### config.mk
export PLATFORM = sky130hd
export DESIGN_NAME = demux_1cross4_stream
export DESIGN_NICKNAME = d
export VERILOG_FILES = /design/src/rtl/demux_pkg.sv /design/src/rtl/demux_out_slot.sv /design/src/rtl/demux_1cross4_stream.sv
export SDC_FILE = /design/constraint.sdc
export NUM_CORES = 1
export LEC_CHECK = 0
export CAP_MARGIN = 30
export CORE_MARGIN = 8
export CORE_UTILIZATION = 62
export CTS_BUF_LIST = sky130_fd_sc_hd__clkbuf_8 sky130_fd_sc_hd__clkbuf_16
export DETAILED_ROUTE_END_ITERATION = 6
export DONT_BUFFER_PORTS = 1
export GPL_TIMING_DRIVEN = 0
export PLACE_DENSITY = 0.75
export RECOVER_POWER = 100
export SETUP_SLACK_MARGIN = 0.15
export SLEW_MARGIN = 15
export SYNTH_ARGS = -nofsm -noshare
export SYNTH_HDL_FRONTEND = slang
export SYNTH_HIERARCHICAL = 1
export SYNTH_SLANG_ARGS = --single-unit
### constraint.sdc
create_clock -name clk -period 1.85 [get_ports clk]
set_input_delay 0.4625 -clock clk [delete_from_list [all_inputs] [get_ports clk]]
set_output_delay 0.4625 -clock clk [all_outputs]
set_load 0.02 [all_outputs]
### src/rtl/demux_pkg.sv
// Shared definitions for the 1-to-4 stream demultiplexer: channel count,
// select width, channel index type and packed-lane helper.
package demux_pkg;

    localparam int unsigned NUM_CH = 4;
    localparam int unsigned SEL_W  = 2;

    typedef logic [SEL_W-1:0] ch_idx_t;

    // Low bit of channel ch's lane inside a packed NUM_CH*width bus.
    function automatic int unsigned lane_lo(input int unsigned ch, input int unsigned width);
        return ch * width;
    endfunction

endpackage

### src/rtl/demux_out_slot.sv
// One-entry registered output slot: load wins over drain, data holds while
// the slot waits and keeps its stale value after being drained.
module demux_out_slot #(
    parameter int WIDTH = 8
) (
    input  logic             clk,
    input  logic             rst,
    input  logic             i_load,
    input  logic [WIDTH-1:0] i_data,
    input  logic             i_ready,
    output logic             o_valid,
    output logic [WIDTH-1:0] o_data
);

    logic             r_valid;
    logic [WIDTH-1:0] r_data;

    // Slot occupancy: set on load, cleared only by a handshake or reset.
    always_ff @(posedge clk or posedge rst) begin
        if (rst) begin
            r_valid <= 1'b0;
        end else if (i_load) begin
            r_valid <= 1'b1;
        end else if (r_valid & i_ready) begin
            r_valid <= 1'b0;
        end else begin
            r_valid <= r_valid;
        end
    end

    // Slot payload: captured on load, otherwise held.
    always_ff @(posedge clk or posedge rst) begin
        if (rst) begin
            r_data <= {WIDTH{1'b0}};
        end else if (i_load) begin
            r_data <= i_data;
        end else begin
            r_data <= r_data;
        end
    end

    assign o_valid = r_valid;
    assign o_data  = r_data;

endmodule

### src/rtl/demux_1cross4_stream.sv
// 1-to-4 stream demultiplexer: routes each accepted word to a registered slot
// on the selected channel; words for disabled channels are counted and dropped.
module demux_1cross4_stream
    import demux_pkg::*;
#(
    parameter int WIDTH  = 8,
    parameter int DROP_W = 8
) (
    input  logic                  clk,
    input  logic                  rst,
    input  logic [WIDTH-1:0]      in_data,
    input  logic [1:0]            in_sel,
    input  logic                  in_valid,
    output logic                  in_ready,
    input  logic [3:0]            ch_en,
    output logic [4*WIDTH-1:0]    out_data,
    output logic [3:0]            out_valid,
    input  logic [3:0]            out_ready,
    output logic [DROP_W-1:0]     drop_cnt
);

    localparam int unsigned L0 = lane_lo(32'd0, WIDTH);
    localparam int unsigned L1 = lane_lo(32'd1, WIDTH);
    localparam int unsigned L2 = lane_lo(32'd2, WIDTH);
    localparam int unsigned L3 = lane_lo(32'd3, WIDTH);

    ch_idx_t             w_sel;
    logic [NUM_CH-1:0]   w_sel_onehot;
    logic [NUM_CH-1:0]   w_load;
    logic                w_sel_en;
    logic                w_acc;
    logic                w_drop;
    logic [DROP_W-1:0]   r_drop_cnt;

    assign w_sel = ch_idx_t'(in_sel);

    // Destination decode of the select field.
    always_comb begin
        w_sel_onehot = 4'b0000;
        case (w_sel)
            2'd0:    w_sel_onehot = 4'b0001;
            2'd1:    w_sel_onehot = 4'b0010;
            2'd2:    w_sel_onehot = 4'b0100;
            2'd3:    w_sel_onehot = 4'b1000;
            default: w_sel_onehot = 4'b0000;
        endcase
    end

    // Only the selected channel can stall the producer; a disabled channel
    // always accepts so that its words drain into the drop counter.
    assign w_sel_en = ch_en[w_sel];
    assign in_ready = ~w_sel_en | ~out_valid[w_sel] | out_ready[w_sel];
    assign w_acc    = in_valid & in_ready;
    assign w_load   = {NUM_CH{w_acc}} & w_sel_onehot & ch_en;
    assign w_drop   = w_acc & ~w_sel_en;

    demux_out_slot #(.WIDTH(WIDTH)) m0 (
        .clk     (clk),
        .rst     (rst),
        .i_load  (w_load[0]),
        .i_data  (in_data),
        .i_ready (out_ready[0]),
        .o_valid (out_valid[0]),
        .o_data  (out_data[L0 +: WIDTH])
    );

    demux_out_slot #(.WIDTH(WIDTH)) m1 (
        .clk     (clk),
        .rst     (rst),
        .i_load  (w_load[1]),
        .i_data  (in_data),
        .i_ready (out_ready[1]),
        .o_valid (out_valid[1]),
        .o_data  (out_data[L1 +: WIDTH])
    );

    demux_out_slot #(.WIDTH(WIDTH)) m2 (
        .clk     (clk),
        .rst     (rst),
        .i_load  (w_load[2]),
        .i_data  (in_data),
        .i_ready (out_ready[2]),
        .o_valid (out_valid[2]),
        .o_data  (out_data[L2 +: WIDTH])
    );

    demux_out_slot #(.WIDTH(WIDTH)) m3 (
        .clk     (clk),
        .rst     (rst),
        .i_load  (w_load[3]),
        .i_data  (in_data),
        .i_ready (out_ready[3]),
        .o_valid (out_valid[3]),
        .o_data  (out_data[L3 +: WIDTH])
    );

    // Saturating drop counter; it sticks at all-ones instead of wrapping.
    always_ff @(posedge clk or posedge rst) begin
        if (rst) begin
            r_drop_cnt <= {DROP_W{1'b0}};
        end else if (w_drop && (r_drop_cnt != {DROP_W{1'b1}})) begin
            r_drop_cnt <= r_drop_cnt + {{(DROP_W-1){1'b0}}, 1'b1};
        end else begin
            r_drop_cnt <= r_drop_cnt;
        end
    end

    assign drop_cnt = r_drop_cnt;

endmodule

## Word level (Yosys, flattened, before mapping)

Cells that the tools add are included.

| operators by class | value |
|---|---|
| $lt $le $gt $ge | 1 |
| shift-type cells | 0 |
| divide/modulo/power cells | 0 |
| multipliers | 0 |
| bitwise logic cells | 12 |
| equality and inequality tests | 4 |
| reduce and logical (&&, ||, !) cells | 6 |
| add/subtract/negate cells | 1 |
| muxes and demuxes | 15 |

Operators by type and width:

| kind | number |
|---|---|
| $pmux W4 S4 | 1 |
| $mux W1 | 11 |
| $add A8 B1 Y8 const B | 1 |
| $and A4 B4 Y4 | 2 |
| $ne A8 B8 Y1 const B | 1 |
| $reduce_bool A2 Y1 | 4 |
| $and A1 B1 Y1 | 6 |
| $bmux W1 S2 | 3 |
| $eq A2 B2 Y1 const B | 2 |
| $lt A2 B3 Y1 const B | 1 |
| $eq A2 B1 Y1 const B | 1 |
| $logic_not A2 Y1 | 1 |
| $not A1 Y1 | 2 |
| $or A1 B1 Y1 | 2 |
| $logic_and A1 B1 Y1 | 1 |

| storage, ports and cells | value |
|---|---|
| word-level logic and storage cells | 48 |
| bits in writable memories | 0 |
| register bits | 44 |
| memories kept | 0 |
| output and inout port bits | 45 |
| bits of input ports | 21 |
| bits in latches | 0 |
| memory bits (read-only) | 0 |

## Longest topological paths before layout

| logic depth | value |
|---|---|
| word-level depth | 9 |
| depth in mapped cells | 7 |

## Modules after synthesis

The synthesis kept the hierarchy.

By module, submodules not included:

| module | cells an instance | sequential area each (um^2) | instances | area an instance (um^2) |
|---|---|---|---|---|
| demux_out_slot | 21 | 225.2 | 4 | 372.9 |
| demux_1cross4_stream | 54 | 200.2 | 1 | 535.5 |

## Least setup slack after synthesis

OpenSTA, ideal clock, no wires.

| timing | value |
|---|---|
| kind | input port to flip-flop |
| from | in in_sel[1] |
| to | reg m1.r_data[0] (netlist: m1/o_data[0]) |
| stages | 7 |
| required time | 1725 ps |
| arrival | 1756 ps |
| setup time | 125 ps |
| slack | -32 ps |
| path through | buf_6 and4bb_2 a41oi_1 nand2_1 nor3b_1 buf_6 mux2_4 |

| between the ends | value |
|---|---|
| cells in the longest elaborated chain, start to end | 8 |
| elaborated cells between the ends (all ways) | 18 |
| classes of those cells | eq/ne: 3; mux: 7; bitwise: 7; reduce/logical: 1 |

Ends and longest elaborated chain:

| what | line | text |
|---|---|---|
| from (decl) | demux_1cross4_stream.sv:12 | `input logic [1:0] in_sel,` |
| $bmux W1 S2 (on tied branches) | demux_1cross4_stream.sv:51, demux_1cross4_stream.sv:52 |  |
| $mux W1 (on tied branches) | demux_1cross4_stream.sv:51, demux_1cross4_stream.sv:52 |  |
| $not A1 Y1 | demux_1cross4_stream.sv:52 | `assign in_ready = ~w_sel_en \| ~out_valid[w_sel] \| out_ready[w_sel];` |
| $or A1 B1 Y1 (2 in a row) | demux_1cross4_stream.sv:52 |  |
| $and A1 B1 Y1 | demux_1cross4_stream.sv:53 | `assign w_acc = in_valid & in_ready;` |
| $and A4 B4 Y4 * (2 in a row) | demux_1cross4_stream.sv:54 | `assign w_load = {NUM_CH{w_acc}} & w_sel_onehot & ch_en;` |
| net w_load[1] | demux_1cross4_stream.sv:29 | `logic [NUM_CH-1:0] w_load;` |
| to (signal assigned) | demux_out_slot.sv:34 | `r_data <= {WIDTH{1'b0}};` |
| to (signal assigned) | demux_out_slot.sv:36 | `r_data <= i_data;` |
| to (signal assigned) | demux_out_slot.sv:38 | `r_data <= r_data;` |
| to (decl) | demux_out_slot.sv:16 | `logic [WIDTH-1:0] r_data;` |

The timed path passes the listed nets; every way through them passes the cells marked *. The select of a mux whose other input is x is not followed.
A chain may end at the register's enable or synchronous reset.

## Worst setup path after layout

| timing | value |
|---|---|
| from | reg m1.r_valid (netlist: m1/o_valid) |
| to | out in_ready |

| between the ends | value |
|---|---|
| cells in the longest elaborated chain, start to end | 5 |

Ends and longest elaborated chain:

| what | line | text |
|---|---|---|
| from (decl) | demux_out_slot.sv:15 | `logic r_valid;` |
| from (signal assigned) | demux_out_slot.sv:27 | `r_valid <= r_valid;` |
| $bmux W1 S2 | demux_1cross4_stream.sv:52 |  |
| $mux W1 (not written as such) | demux_1cross4_stream.sv:52 |  |
| $not A1 Y1 | demux_1cross4_stream.sv:52 |  |
| $or A1 B1 Y1 (2 in a row) | demux_1cross4_stream.sv:52 |  |
| to (decl) | demux_1cross4_stream.sv:14 | `output logic in_ready,` |

Every way passes these cells. The select of a mux whose other input is x is not followed.

==> impl_results.md <==
* Share of layout cells above drive strength 1 at a little under half
* Nets at 174
* Num ports at 66
* GRT Residual Overflow at 0
* Top delay family on crit path: flip-flops
* FF-to-FF Start: m1/o_valid$_DFFE_PP0P_
* IO buf count at 0
* Area delta synth->final at 11.9%
* Antenna cells at 0
* Fmax at 546 MHz
* Reg-to-reg critical path endpoint: m1/o_data[6]$_DFFE_PP0P_
* CTS Root Cell: clkbuf_8
* Slowest CP cell: dfrtp_2
* Total negative slack at 0 ns
* Skew-Pair Late Insertion Delay at a little under 0.3 ns
* Critical-path cell list: and4bb_2, a41oi_2, nand2_1, o21ai_2
* Reg-to-reg slack, setup at approximately 0.040 ns
* Reg area at between 0.001 and 0.0015 sq mm
* Inst Count DP at between 150 and 200
* Half-perimeter wire length after placement at between 3000 and 4000 um
* Global-route wire length before repair at 6780 um
* Share of Yosys cell area claimed by the top area cell type at 54.3%
* Yosys reg bits at 44
* Relative slew slack at between 70% and 80%
* Max-Cap Viols at 0
* Leakage at approximately 1.1 nW
* Endpoints failing hold at 0
* Initial antenna violation count at 0
* Htree depth at 2
* Max incr delay on CP at 0.46 ns
* Sequential area share after synthesis at between 50 and 60%
* TritonCTS clock tree: built
* Die W at ~73 um
* Final wirelength at ~4500 um
* DR WL/cell at between 20 and 25 um
* Synthesized cell area at a little over 0.002 sq mm
* Vias per cell at 5.78
* Yosys top cell by area: dfrtp_1
* Max VDD drop at approximately 710 uV
* Post-Layout Cell Count at 196
* Final Setup Violations at 0
* Worst-path maximum fanout at 3
* Synth Instances at 138
* Status: finished, final reports clean
* Syn_nets at 160
* PwrDens at 1210 mW/mm^2
* Unique cell type count in the Yosys netlist at 30
* Area occupied by multi-input gates at between 800 and 900 sq um
* Post-detailed-route count of antenna-violating nets at 0
* Rows at 20
* Most common cell after layout, fill and taps aside: dfrtp_1
* Class of the most critical setup path: reg -> out
* Clock Skew at 0.00390 ns
* Final Slew Violations at 0
* Reg2Reg Depth at 6
* Clock transition at path regs at approximately 0.080 ns
* Critical Path Source: m1/o_valid$_DFFE_PP0P_
* Critical path buffers and inverters at 0
* Routability cong. at 0.720
* Largest net degree at the start of global routing at 13
* Avg Synthesized Cell Area at between 10 and 15 sq um
* Final cycle utilization of the critical path at 99.0%
* CP Launch Type: register
* DIE AREA at roughly 0.0054 sq mm
* Pre-Repair DR Iteration Count at 4
* # clock sinks at 44
* FILL cells at roughly 210
* DRT iter0 DRCs at 37
* Core area at between 0.003 and 0.004 sq mm
* Req. time, crit path at 1.39 ns
* Syn. warnings at 6
* Residual DRC at 0
* CP Data Arrival Time at about 1.4 ns
* Worst setup EP type: primary output
* Die Y at 73.2 um
* RSZ-0062 raised after global routing: yes
* Starting Density at about two thirds
* Worst-margin pin slew at between 0.4 and 0.5 ns
* Num CTS Buffers at 5
* DR vias at 1133
* Final min period at 1.83 ns
* Clock Tree Buf Depth at 2
* Hold Path Class: in -> async
* Vias in the first global route at about 1200
* Ranking of synthesized cells by area: dfrtp_1 54%, mux2_4 24%, buf_6 2.8%
* Global Route Usage Sum at around 17%
* Commonest cells after routing, fill and taps aside: 40 x dfrtp_1, 33 x mux2_4, 12 x inv_1
[cells by family after synthesis]
kind of cell / Yosys count / share of synthesized area [%]
mux: 36 / 26.0
compound gates: 9 / 3.70
xor+xnor: 5 / 2.16
simple gates: 27 / 8.40
fa+ha+maj: 1 / 0.617
flops: 44 / 54.3
buf+inv: 16 / 4.81
[per-layer routing]
metal  GRT usage (%)  vias up  part of all wire, %
met3            6.87        2                  9.3
li1                -      503                    -
met5               0        -                    0
met2            28.2       42                   52
met4            4.00        0                 0.18
met1            19.9      586                   38
[report_power, final]
group / switching, mW / leakage [nW] / internal [mW] / total (mW)
registers: 0.534 / 0.531 / 1.20 / 1.73
clock network: 0.295 / 0.0452 / 0.251 / 0.546
logic: 0.157 / 0.510 / 0.310 / 0.467
[sequential cells by signal, summed over array words and instances, names as in the netlist]
| signal | cells |
|---|---|
| m1/o_data | 8 |
| m3/o_data | 8 |
| m0/o_valid | 1 |
| m0/o_data | 8 |
| m1/o_valid | 1 |
| m3/o_valid | 1 |
| m2/o_data | 8 |
| drop_cnt | 8 |
| m2/o_valid | 1 |
[timing repair]
item                                   CTS  global route
setup endpoints to repair               25            26
gates resized for setup                 10             2
hold buffers                             1             0
pin swaps                                2             0
endpoints found under the hold margin    7             0
gates cloned                             2             0
setup buffers                            3             1
[layout make-up]
cell class / count / area share [%]
inverter: 11 / 1.82
buffer: 5 / 3.03
multi-input combinational: 78 / 37.8
clock inverter: 2 / 0.386
tap: 44 / 2.43
sequential: 44 / 48.8
clock buffer: 5 / 3.03
timing repair buffer: 7 / 2.76
[synth_stat cells (all sizes together)]
master and n:
a21o 4, nand3b 1, nand3 2, nor2b 1
mux2 34, o21ai 2, and2b 1, dfrtp 44
ha 1, and4bb 2, nor3 2, nand2b 1
nor3b 1, nand4b 1, nor4b 1, nor2 3
mux2i 2, nor4 2, a2bb2oi 1, a41oi 1
nand4 1, and4 1, buf 5, nand2 5
and2 2, a22oi 1, xor2 5, inv 11
[worst max path at each step]
| stage | end | cells past startpoint |
|---|---|---|
| floorplan | m1/o_data[0]$_DFFE_PP0P_ | 7 |
| global placement | m1/o_data[6]$_DFFE_PP0P_ | 7 |
| detailed placement | m1/o_data[6]$_DFFE_PP0P_ | 7 |
| CTS | in_ready | 4 |
| global route | in_ready | 4 |
| finish | in_ready | 4 |
[through the flow]
step | cell area (sq um) | worst slack [ns] | hold WS (ns) | utilization, % | power, mW
2_1_floorplan | 2060 | 0.0566 | 0.278 | - | 2.06
3_3_place_gp | 2110 | -0.0204 | 0.306 | 68.6 | 2.17
3_5_place_dp | 2110 | -0.0466 | 0.313 | 68.6 | 2.21
4_1_cts | 2260 | -0.00255 | 0.0354 | 73.4 | 2.77
5_1_grt | 2270 | -0.0597 | 0.0432 | 73.7 | 2.88
6_report | 2270 | 0.0194 | 0.0364 | 73.7 | 2.74
No activity file was read; power rests on OpenSTA's default activity.
